[src/rtl/alu_pkg.sv]
// Shared opcode encoding and command record for the ALU issue path.
package alu_pkg;

  localparam logic [2:0] ADD = 3'b000;
  localparam logic [2:0] SUB = 3'b001;
  localparam logic [2:0] NOT = 3'b010;
  localparam logic [2:0] AND = 3'b011;
  localparam logic [2:0] OR  = 3'b100;
  localparam logic [2:0] XOR = 3'b101;
  localparam logic [2:0] SLT = 3'b110;
  localparam logic [2:0] EQU = 3'b111;

  typedef struct packed {
    logic       fwd;
    logic [2:0] op;
    logic [3:0] a;
    logic [3:0] b;
  } alu_cmd_t;

endpackage

[src/rtl/alu_cmd_fifo.sv]
// Circular command buffer: DEPTH entries, naturally wrapping pointers, occupancy count.
module alu_cmd_fifo
  import alu_pkg::*;
#(
  parameter int DEPTH = 4
) (
  input  logic                     clk,
  input  logic                     rst,
  input  logic                     clr,
  input  logic                     wr_en,
  input  logic                     rd_en,
  input  alu_cmd_t                 din,
  output alu_cmd_t                 dout,
  output logic                     full,
  output logic                     empty,
  output logic [$clog2(DEPTH):0]   count
);

  localparam int AW = $clog2(DEPTH);
  localparam logic [AW-1:0] PTR_ONE = AW'(1);
  localparam logic [AW:0]   CNT_ONE = (AW+1)'(1);
  localparam logic [AW:0]   CNT_MAX = (AW+1)'(DEPTH);

  alu_cmd_t      mem [DEPTH];
  logic [AW-1:0] wr_ptr, rd_ptr;

  assign full  = (count == CNT_MAX);
  assign empty = (count == '0);
  assign dout  = mem[rd_ptr];

  always_ff @(posedge clk or posedge rst) begin
    if (rst) begin
      wr_ptr <= '0;
      rd_ptr <= '0;
      count  <= '0;
    end else if (clr) begin
      wr_ptr <= '0;
      rd_ptr <= '0;
      count  <= '0;
    end else begin
      if (wr_en) wr_ptr <= wr_ptr + PTR_ONE;
      if (rd_en) rd_ptr <= rd_ptr + PTR_ONE;
      // simultaneous write and read leaves occupancy unchanged
      case ({wr_en, rd_en})
        2'b10:   count <= count + CNT_ONE;
        2'b01:   count <= count - CNT_ONE;
        default: ;
      endcase
    end
  end

  always_ff @(posedge clk) begin
    if (wr_en && !clr) mem[wr_ptr] <= din;
  end

endmodule

[src/rtl/alu_issue.sv]
// Issue stage in front of the 4-bit ALU: command FIFO, bypass, registered output stage.
// Define ALU_ISSUE_FWD_EN to forward the previous ALU result into operand A.
module alu_issue
  import alu_pkg::*;
#(
  parameter int DEPTH = 4
) (
  input  logic                   clk,
  input  logic                   rst,
  input  logic                   flush,
  input  logic                   cmd_valid,
  output logic                   cmd_ready,
  input  logic [3:0]             cmd_a,
  input  logic [3:0]             cmd_b,
  input  logic [2:0]             cmd_op,
  input  logic                   cmd_fwd,
  output logic                   alu_valid,
  input  logic                   alu_ready,
  output logic [3:0]             alu_a,
  output logic [3:0]             alu_b,
  output logic [2:0]             alu_op,
  input  logic [3:0]             res_s,
  output logic [$clog2(DEPTH):0] level
);

  alu_cmd_t cmd_in, head, nxt;
  logic     full, empty, push, pop, load, fifo_wr, fifo_rd, nxt_valid;
  logic [3:0] nxt_a;

  assign cmd_in    = '{fwd: cmd_fwd, op: cmd_op, a: cmd_a, b: cmd_b};
  assign cmd_ready = !full;
  assign push      = cmd_valid && cmd_ready;
  assign pop       = alu_valid && alu_ready;
  assign load      = !alu_valid || pop;

  // stage refills from the FIFO head first; an empty FIFO lets the push bypass
  assign fifo_rd   = load && !empty && !flush;
  assign fifo_wr   = push && !(load && empty) && !flush;
  assign nxt       = empty ? cmd_in : head;
  assign nxt_valid = !empty || push;

  alu_cmd_fifo #(.DEPTH(DEPTH)) u_fifo (
    .clk   (clk),
    .rst   (rst),
    .clr   (flush),
    .wr_en (fifo_wr),
    .rd_en (fifo_rd),
    .din   (cmd_in),
    .dout  (head),
    .full  (full),
    .empty (empty),
    .count (level)
  );

`ifdef ALU_ISSUE_FWD_EN
  logic [3:0] last_s;

  // a result leaving the ALU this very cycle is newer than last_s
  assign nxt_a = nxt.fwd ? (pop ? res_s : last_s) : nxt.a;

  always_ff @(posedge clk or posedge rst) begin
    if (rst)        last_s <= '0;
    else if (flush) last_s <= '0;
    else if (pop)   last_s <= res_s;
  end
`else
  logic unused_fwd;

  assign nxt_a      = nxt.a;
  assign unused_fwd = ^{res_s, nxt.fwd};
`endif

  always_ff @(posedge clk or posedge rst) begin
    if (rst) begin
      alu_valid <= 1'b0;
      alu_a     <= '0;
      alu_b     <= '0;
      alu_op    <= '0;
    end else if (flush) begin
      alu_valid <= 1'b0;
    end else if (load) begin
      alu_valid <= nxt_valid;
      if (nxt_valid) begin
        alu_a  <= nxt_a;
        alu_b  <= nxt.b;
        alu_op <= nxt.op;
      end
    end
  end

endmodule

[config.mk]
export PLATFORM = sky130hd
export DESIGN_NAME = alu_issue
export DESIGN_NICKNAME = d
export VERILOG_FILES = /design/src/rtl/alu_pkg.sv /design/src/rtl/alu_cmd_fifo.sv /design/src/rtl/alu_issue.sv
export SDC_FILE = /design/constraint.sdc
export NUM_CORES = 1
export LEC_CHECK = 0
export CAP_MARGIN = 10
export CORE_ASPECT_RATIO = 1.25
export CORE_MARGIN = 5
export CORE_UTILIZATION = 45
export CTS_BUF_LIST = sky130_fd_sc_hd__clkbuf_16
export DETAILED_ROUTE_END_ITERATION = 10
export PLACE_DENSITY = 0.7
export SKIP_CTS_REPAIR_TIMING = 1
export SYNTH_ARGS = -nofsm -noshare
export SYNTH_HDL_FRONTEND = slang
export SYNTH_SLANG_ARGS = --single-unit
[constraint.sdc]
create_clock -name clk -period 2.2 [get_ports clk]
set_input_delay 0.55 -clock clk [delete_from_list [all_inputs] [get_ports clk]]
set_output_delay 0.55 -clock clk [all_outputs]
set_load 0.02 [all_outputs]
==> results of run 1 <==
power groups by stage:
stage | Combinational (mW) | Clock, mW | Sequential [mW]
after floorplan | 0.897 | 0 | 1.77
after global placement | 1.47 | 0 | 1.72
after detailed placement | 1.50 | 0 | 1.74
after CTS | 1.51 | 1.34 | 1.73
after global routing | 1.64 | 1.40 | 1.76
final | 1.51 | 1.32 | 1.72
Yosys cell counts, types with 2 or more instances:
library cell / instances
buf_2: 5
inv_1: 3
nor2_1: 7
dfrtp_1: 19
ha_1: 4
or3_1: 2
xnor2_1: 2
nor3_2: 2
o22ai_1: 11
clkbuf_1: 2
nor2b_1: 2
and2_1: 4
a2bb2oi_1: 11
edfxtp_1: 44
buf_6: 2
a21oi_1: 2
nor4_1: 2
nand2_1: 2
mux2i_1: 2
nor3_1: 2
nand2b_1: 2
mux4_2: 11
critical path, stage by stage:
cell	delay, ns
clkdlybuf4s50_1	0.49
nor2b_2	0.06
nor4_2	0.32
fa_2	0.31
nor3_2	0.06
a31o_1	0.19
a2111oi_2	0.34
through the flow:
stage	utilization (%)	instances	setup slack (ns)
floorplan	-	158	0.0143
global placement	54.9	262	-0.264
detailed placement	54.9	262	-0.357
CTS	59.8	278	-0.0115
global route	60.2	278	-0.0244
finish	60.2	278	0.0896
sequential cells by signal (all words and copies together) (netlist names):
name,cells
alu_b,4
alu_a,4
alu_op,3
u_fifo.mem,44
u_fifo.rd_ptr,2
alu_valid,1
u_fifo.count,3
u_fifo.wr_ptr,2
worst paths after layout:
| path | from | to | slack [ns] | depth (start not counted) |
|---|---|---|---|---|
| worst max register to register | u_fifo.count[0] | u_fifo.count[2] | 0.23 | 7 |
| worst min register to register | alu_op[1] | alu_op[1] | 0.55 | 1 |
| worst min-delay path | rst | alu_b[0] | 0.51 | 2 |
| max in group asynchronous | rst | u_fifo.wr_ptr[1] | 1.19 | 3 |
| min in group clk | alu_op[1] | alu_op[1] | 0.55 | 1 |
| worst max-delay path | alu_ready | u_fifo.count[2] | 0.09 | 7 |
layout make-up:
cell class	count	share of cell area, %
clock buffer	9	6.48
multi-input combinational	83	23.5
sequential	63	51.7
clock inverter	7	1.66
tap	66	2.37
inverter	3	0.324
timing repair buffer	47	13.9
cell usage in the layout, fill, tap and decap left out, types with 4 or more instances in the layout:
cell	count
mux4_2	11
buf_12	4
ha_1	4
nor2_1	7
clkbuf_16	9
edfxtp_1	44
o22ai_1	11
inv_1	5
dfrtp_1	17
a2bb2oi_1	11
and2_1	4
clkdlybuf4s50_1	30
buf_4	12
cells by family after synthesis:
family | Yosys count
flops | 63
simple gates | 32
compound gates | 29
mux | 14
buf+inv | 12
fa+ha+maj | 5
xor+xnor | 3
routing by layer:
| metal | vias up | track usage [%] | share of wire (%) |
|---|---|---|---|
| met1 | 810 | 18.9 | 41 |
| met5 | - | 0 | 0 |
| met4 | 0 | 5.25 | 1.4 |
| met2 | 35 | 30.0 | 54 |
| li1 | 726 | - | - |
| met3 | 7 | 5.52 | 4.1 |
==> metrics.md, run 1 <==
| Metric | Value |
|---|---|
| Outcome | `finished, final reports clean` |
| Ys async rst share | `between 30% and 40%` |
| Largest net degree at the start of global routing | `15` |
| Fin nets | `~230` |
| DRC | `0` |
| PortBufs | `31` |
| Max-slew violation count | `0` |
| P_int | `approximately 3.1 mW` |
| Ys Warns | `0` |
| Sequential share of the synthesized area | `67.6%` |
| Mean Syn Cell Area | `16.8 um2` |
| RSZ-0062 raised after global routing | `yes` |
| Reg area | `approximately 1800 um2` |
| Endpoints failing setup | `0` |
| Post-DP HPWL | `around 3700 um` |
| Total GRT Usage | `16.7%` |
| Post-Route WL | `around 5600 um` |
| CTS tree | `yes` |
| Net Sw Frac | `30.9%` |
| Critical path arrival | `around 2.3 ns` |
| Clock sink total | `63` |
| Peak supply drop | `roughly 0.84 mV` |
| Number of synthesized register bits | `63` |
| Worst skew pair latency | `between 0.3 and 0.4 ns` |
| Fmax achieved | `474 MHz` |
| Seq pwr share | `between 30 and 40%` |
| Synth unique cells | `37` |
| Clk_skew | `~0.0063 ns` |
| Tcrit/Tclk final | `approximately 96%` |
| Fill cells | `418` |
| Most used flip-flop cell after synthesis | `edfxtp_1` |
| GPL Wtd Cong | `0.787` |
| WL/cell | `between 15 and 20 um` |
| Post-synthesis xor/xnor area fraction | `less than 1%` |
| Synth Area in Compound Gates | `8.53%` |
| Setup TNS Final | `0 ns` |
| Cells after Synth | `158` |
| Synth area leaders | `edfxtp_1 (50%), dfrtp_1 (18%), mux4_2 (9.3%)` |
| Inserted Clock Buffers | `9` |
| Routed vias/inst | `about 5.7` |
| Vias in the first global route | `around 1,800` |
| Die Wd | `~79 um` |
| Required @ worst endpoint | `approximately 2.4 ns` |
| Synth area leader | `edfxtp_1` |
| Worst-path clk slew | `roughly 0.05 ns` |
| Worst Path Class, Setup | `in -> reg` |
| Core box area | `5780 um2` |
| Main combinational cell family by area after synthesis | `multiplexers` |
| Post-Synth Adder-Cell Area | `~2.6%` |
| Layout cells sized above 1 | `24.5%` |
| Synth top area share | `49.7%` |
| Die Area | `about 7500 um2` |
| CP endpoint kind | `register` |
| Router iterations before antenna repair | `4` |
| Path category of the worst min-delay check | `in -> async` |
| Hold Vio Cnt, Final | `0` |
| Initial DRC Count | `156` |
| Area Growth Syn to Fin | `30.9%` |
| Area of the multi-input gates | `818 um2` |
| Die height | `~96 um` |
| Final hold slack | `0.507 ns` |
| Vias | `about 1,600` |
| Initial core utilization | `46.0%` |
| Finished Cell Area | `about 3500 um2` |
| Initial antenna violation count | `0` |
| Number of flops mapped to enable cells by yosys | `44` |
| Diodes inserted | `0` |
| Clock Tree Buf Depth | `2` |
| NetSw | `between 1 and 1.5 mW` |
| Antenna Nets Post-Route | `0` |
| Post-synthesis cell area | `2660 um2` |
| Clock power frac | `~29%` |
| # H-tree levels | `3` |
| Minimum clock period | `2.11 ns` |
| Worst-path maximum fanout | `4` |
| Placed inst area | `3170 um2` |
| Post-Synth Simple-Gate Area | `around 7%` |
| Root Buffer | `clkbuf_16` |
| Number of max-cap violations | `0` |
| Site row count | `31` |
| Worst-margin pin slew | `between 0.7 and 0.8 ns` |
| Syn Nets | `~180` |
| I/O pin count | `37` |
| PD cells | `approximately 1300 nW/um2` |
| GR Overflow Total | `0` |
| Startpoint Class | `input port` |
| Slew margin rel. | `about 47%` |
| Combinational power share | `33.3%` |
| First-pass GRT wire length | `9140 um` |
| Pwr Total | `roughly 4.5 mW` |
| Leak pwr | `~1.2 nW` |
| Multiplexer share of the synthesized area | `between 10% and 20%` |
Note: power is estimated with default switching activity, not from simulation.
==> inputs of run 2 (changes only) <==
CORE_ASPECT_RATIO = 0.75   (was 1.25)
==> run 2 against run 1 <==
Global-route usage decreased by 0.19 points. Register-to-register slack worse by 0.02 ns. Maximum frequency fell by 1.4%. Die area is essentially flat. Largest cell class unchanged. Sequential cell count is the same.
==> metrics.md, run 2 (same netlist as run 1, synthesis figures left out) <==
| Metric | Value |
|---|---|
| Core box area | `between 5000 and 6000 um2` |
| Endpoints failing setup | `0` |
| Slew margin rel. | `43.6%` |
| GR Overflow Total | `0` |
| R2R cell count | `7` |
| Leak pwr | `about 1.2 nW` |
| Fill cells | `around 430` |
| Setup TNS Final | `0 ns` |
| Hold Vio Cnt, Final | `0` |
| Largest net degree at the start of global routing | `15` |
| Die Wd | `98.7 um` |
| First-pass GRT wire length | `just over 9000 um` |
| Initial antenna violation count | `0` |
| Initial DRC Count | `roughly 120` |
| Max reg flops | `44` |
| Router iterations before antenna repair | `4` |
| Reg2Reg Launch Point | `u_fifo.count[0]` |
| Post-DP HPWL | `~3800 um` |
| Root Buffer | `clkbuf_16` |
| CTS tree | `yes` |
| DRC | `0` |
| Pwr Total | `4.62 mW` |
| Fin nets | `233` |
| Commonest cells after routing, fill and taps aside | `edfxtp_1 (44), clkdlybuf4s50_1 (30), dfrtp_1 (17)` |
| Die height | `76.5 um` |
| Commonest non-fill, non-tap cell in the layout | `edfxtp_1` |
| Die Area | `around 7600 um2` |
| Clock sink total | `between 60 and 70` |
| Fmax achieved | `467 MHz` |
| Top Registers | `u_fifo.mem: 44 flops, alu_a: 4 flops, alu_b: 4 flops` |
| Post-Route WL | `around 5900 um` |
| Inserted Clock Buffers | `9` |
| PD cells | `1320 nW/um2` |
| CP max stage cell | `clkdlybuf4s50_1` |
| Worst-path maximum fanout | `4` |
| Minimum clock period | `2.14 ns` |
| Buf/Inv on CP | `1` |
| Vias | `roughly 1,600` |
| Worst skew pair latency | `about 0.32 ns` |
| Required @ worst endpoint | `2.40 ns` |
| Clock Tree Buf Depth | `2` |
| Worst Path Class, Setup | `in -> reg` |
| Worst path cell trace | `clkdlybuf4s50_1 -> nor2b_2 -> nor4_2 -> fa_2 -> nor3_2 -> a31o_1 -> a2111oi_1` |
| Number of max-cap violations | `0` |
| I/O pin count | `37` |
| Diodes inserted | `0` |
| Reg2reg end | `u_fifo.count[2]` |
| Startpoint Class | `input port` |
| Vias in the first global route | `1,756` |
| Antenna Nets Post-Route | `0` |
| Initial core utilization | `a little under half` |
| Hold Path End | `alu_b[3]` |
| Layout cells sized above 1 | `around a quarter` |
| Max-slew violation count | `0` |
| Total GRT Usage | `between 10% and 20%` |
| Clk_skew | `slightly above 0.004 ns` |
| Worst hold path depth | `1` |
| GPL Wtd Cong | `approximately 0.8` |
| Site row count | `24` |
| PortBufs | `31` |
| Delay-heaviest family, CP | `compound AO/OA/AOI/OAI gates` |
| Top reg by flops | `u_fifo.mem` |
| Routed vias/inst | `about 5.5` |
| CP endpoint kind | `register` |
| Tcrit/Tclk final | `just under 100%` |
| Origin of the worst min-delay path | `alu_b[3]` |
| Path category of the worst min-delay check | `reg -> reg` |
| Worst R2R Setup Slack | `0.21 ns` |
| Area Growth Syn to Fin | `31.6%` |
| Critical path arrival | `roughly 2.4 ns` |
| WL/cell | `between 20 and 25 um` |
| Worst-margin pin slew | `0.846 ns` |
| Worst-path clk slew | `~0.050 ns` |
| Outcome | `finished, final reports clean` |
| Peak supply drop | `0.584 mV` |
| # H-tree levels | `3` |
| Slowest stage delay, CP | `0.50 ns` |
-- run 2: cell type report --
class                           count  area (um2)  area share [%]
Sequential cell                    63        1800            51.5
Inverter                            3        11.3           0.322
Clock buffer                        9         225            6.44
Tap cell                           78        97.6            2.79
Clock inverter                      7        63.8            1.83
Multi-Input combinational cell     83         816            23.3
Timing Repair Buffer               47         483            13.8
-- run 2: layer usage --
| layer | track usage, % | routed length, um |
|---|---|---|
| met1 | 19.4 | 2370 |
| met2 | 27.7 | 3060 |
| met3 | 6.40 | 344 |
| met4 | 5.73 | 84 |
| met5 | 0 | 0 |
-- run 2: power breakdown --
part	total (mW)	internal, mW	switching (mW)
registers	1.72	1.47	0.253
clock network	1.35	0.864	0.488
logic	1.55	0.822	0.730
-- run 2: how the worst max path moves through the flow --
stage                          from               to  slack [ns]  depth (start not counted)
floorplan           u_fifo.count[0]  u_fifo.count[2]        0.01                          7
global placement          cmd_valid  u_fifo.count[2]       -0.24                          7
detailed placement        cmd_valid  u_fifo.count[2]       -0.45                          7
CTS                       cmd_valid  u_fifo.count[2]       -0.11                          7
global route              alu_ready  u_fifo.count[2]      -0.002                          7
finish                    alu_ready  u_fifo.count[2]        0.06                          7
-- run 2: stage by stage --
step	hold slack, ns	utilization [%]	cells	cell area, um2	setup slack (ns)
floorplan	0.501	-	158	2670	0.0143
global placement	0.530	55.3	274	3190	-0.242
detailed placement	0.530	55.3	274	3190	-0.447
CTS	0.546	60.3	290	3480	-0.109
global route	0.574	60.6	290	3500	-0.00185
finish	0.548	60.6	290	3500	0.0589
==> inputs of run 3 (changes only) <==
HOLD_SLACK_MARGIN = 0.1   (was default)
==> results of run 3 <==
No change in the layout: final DEF, timing and power equal those of run 2.
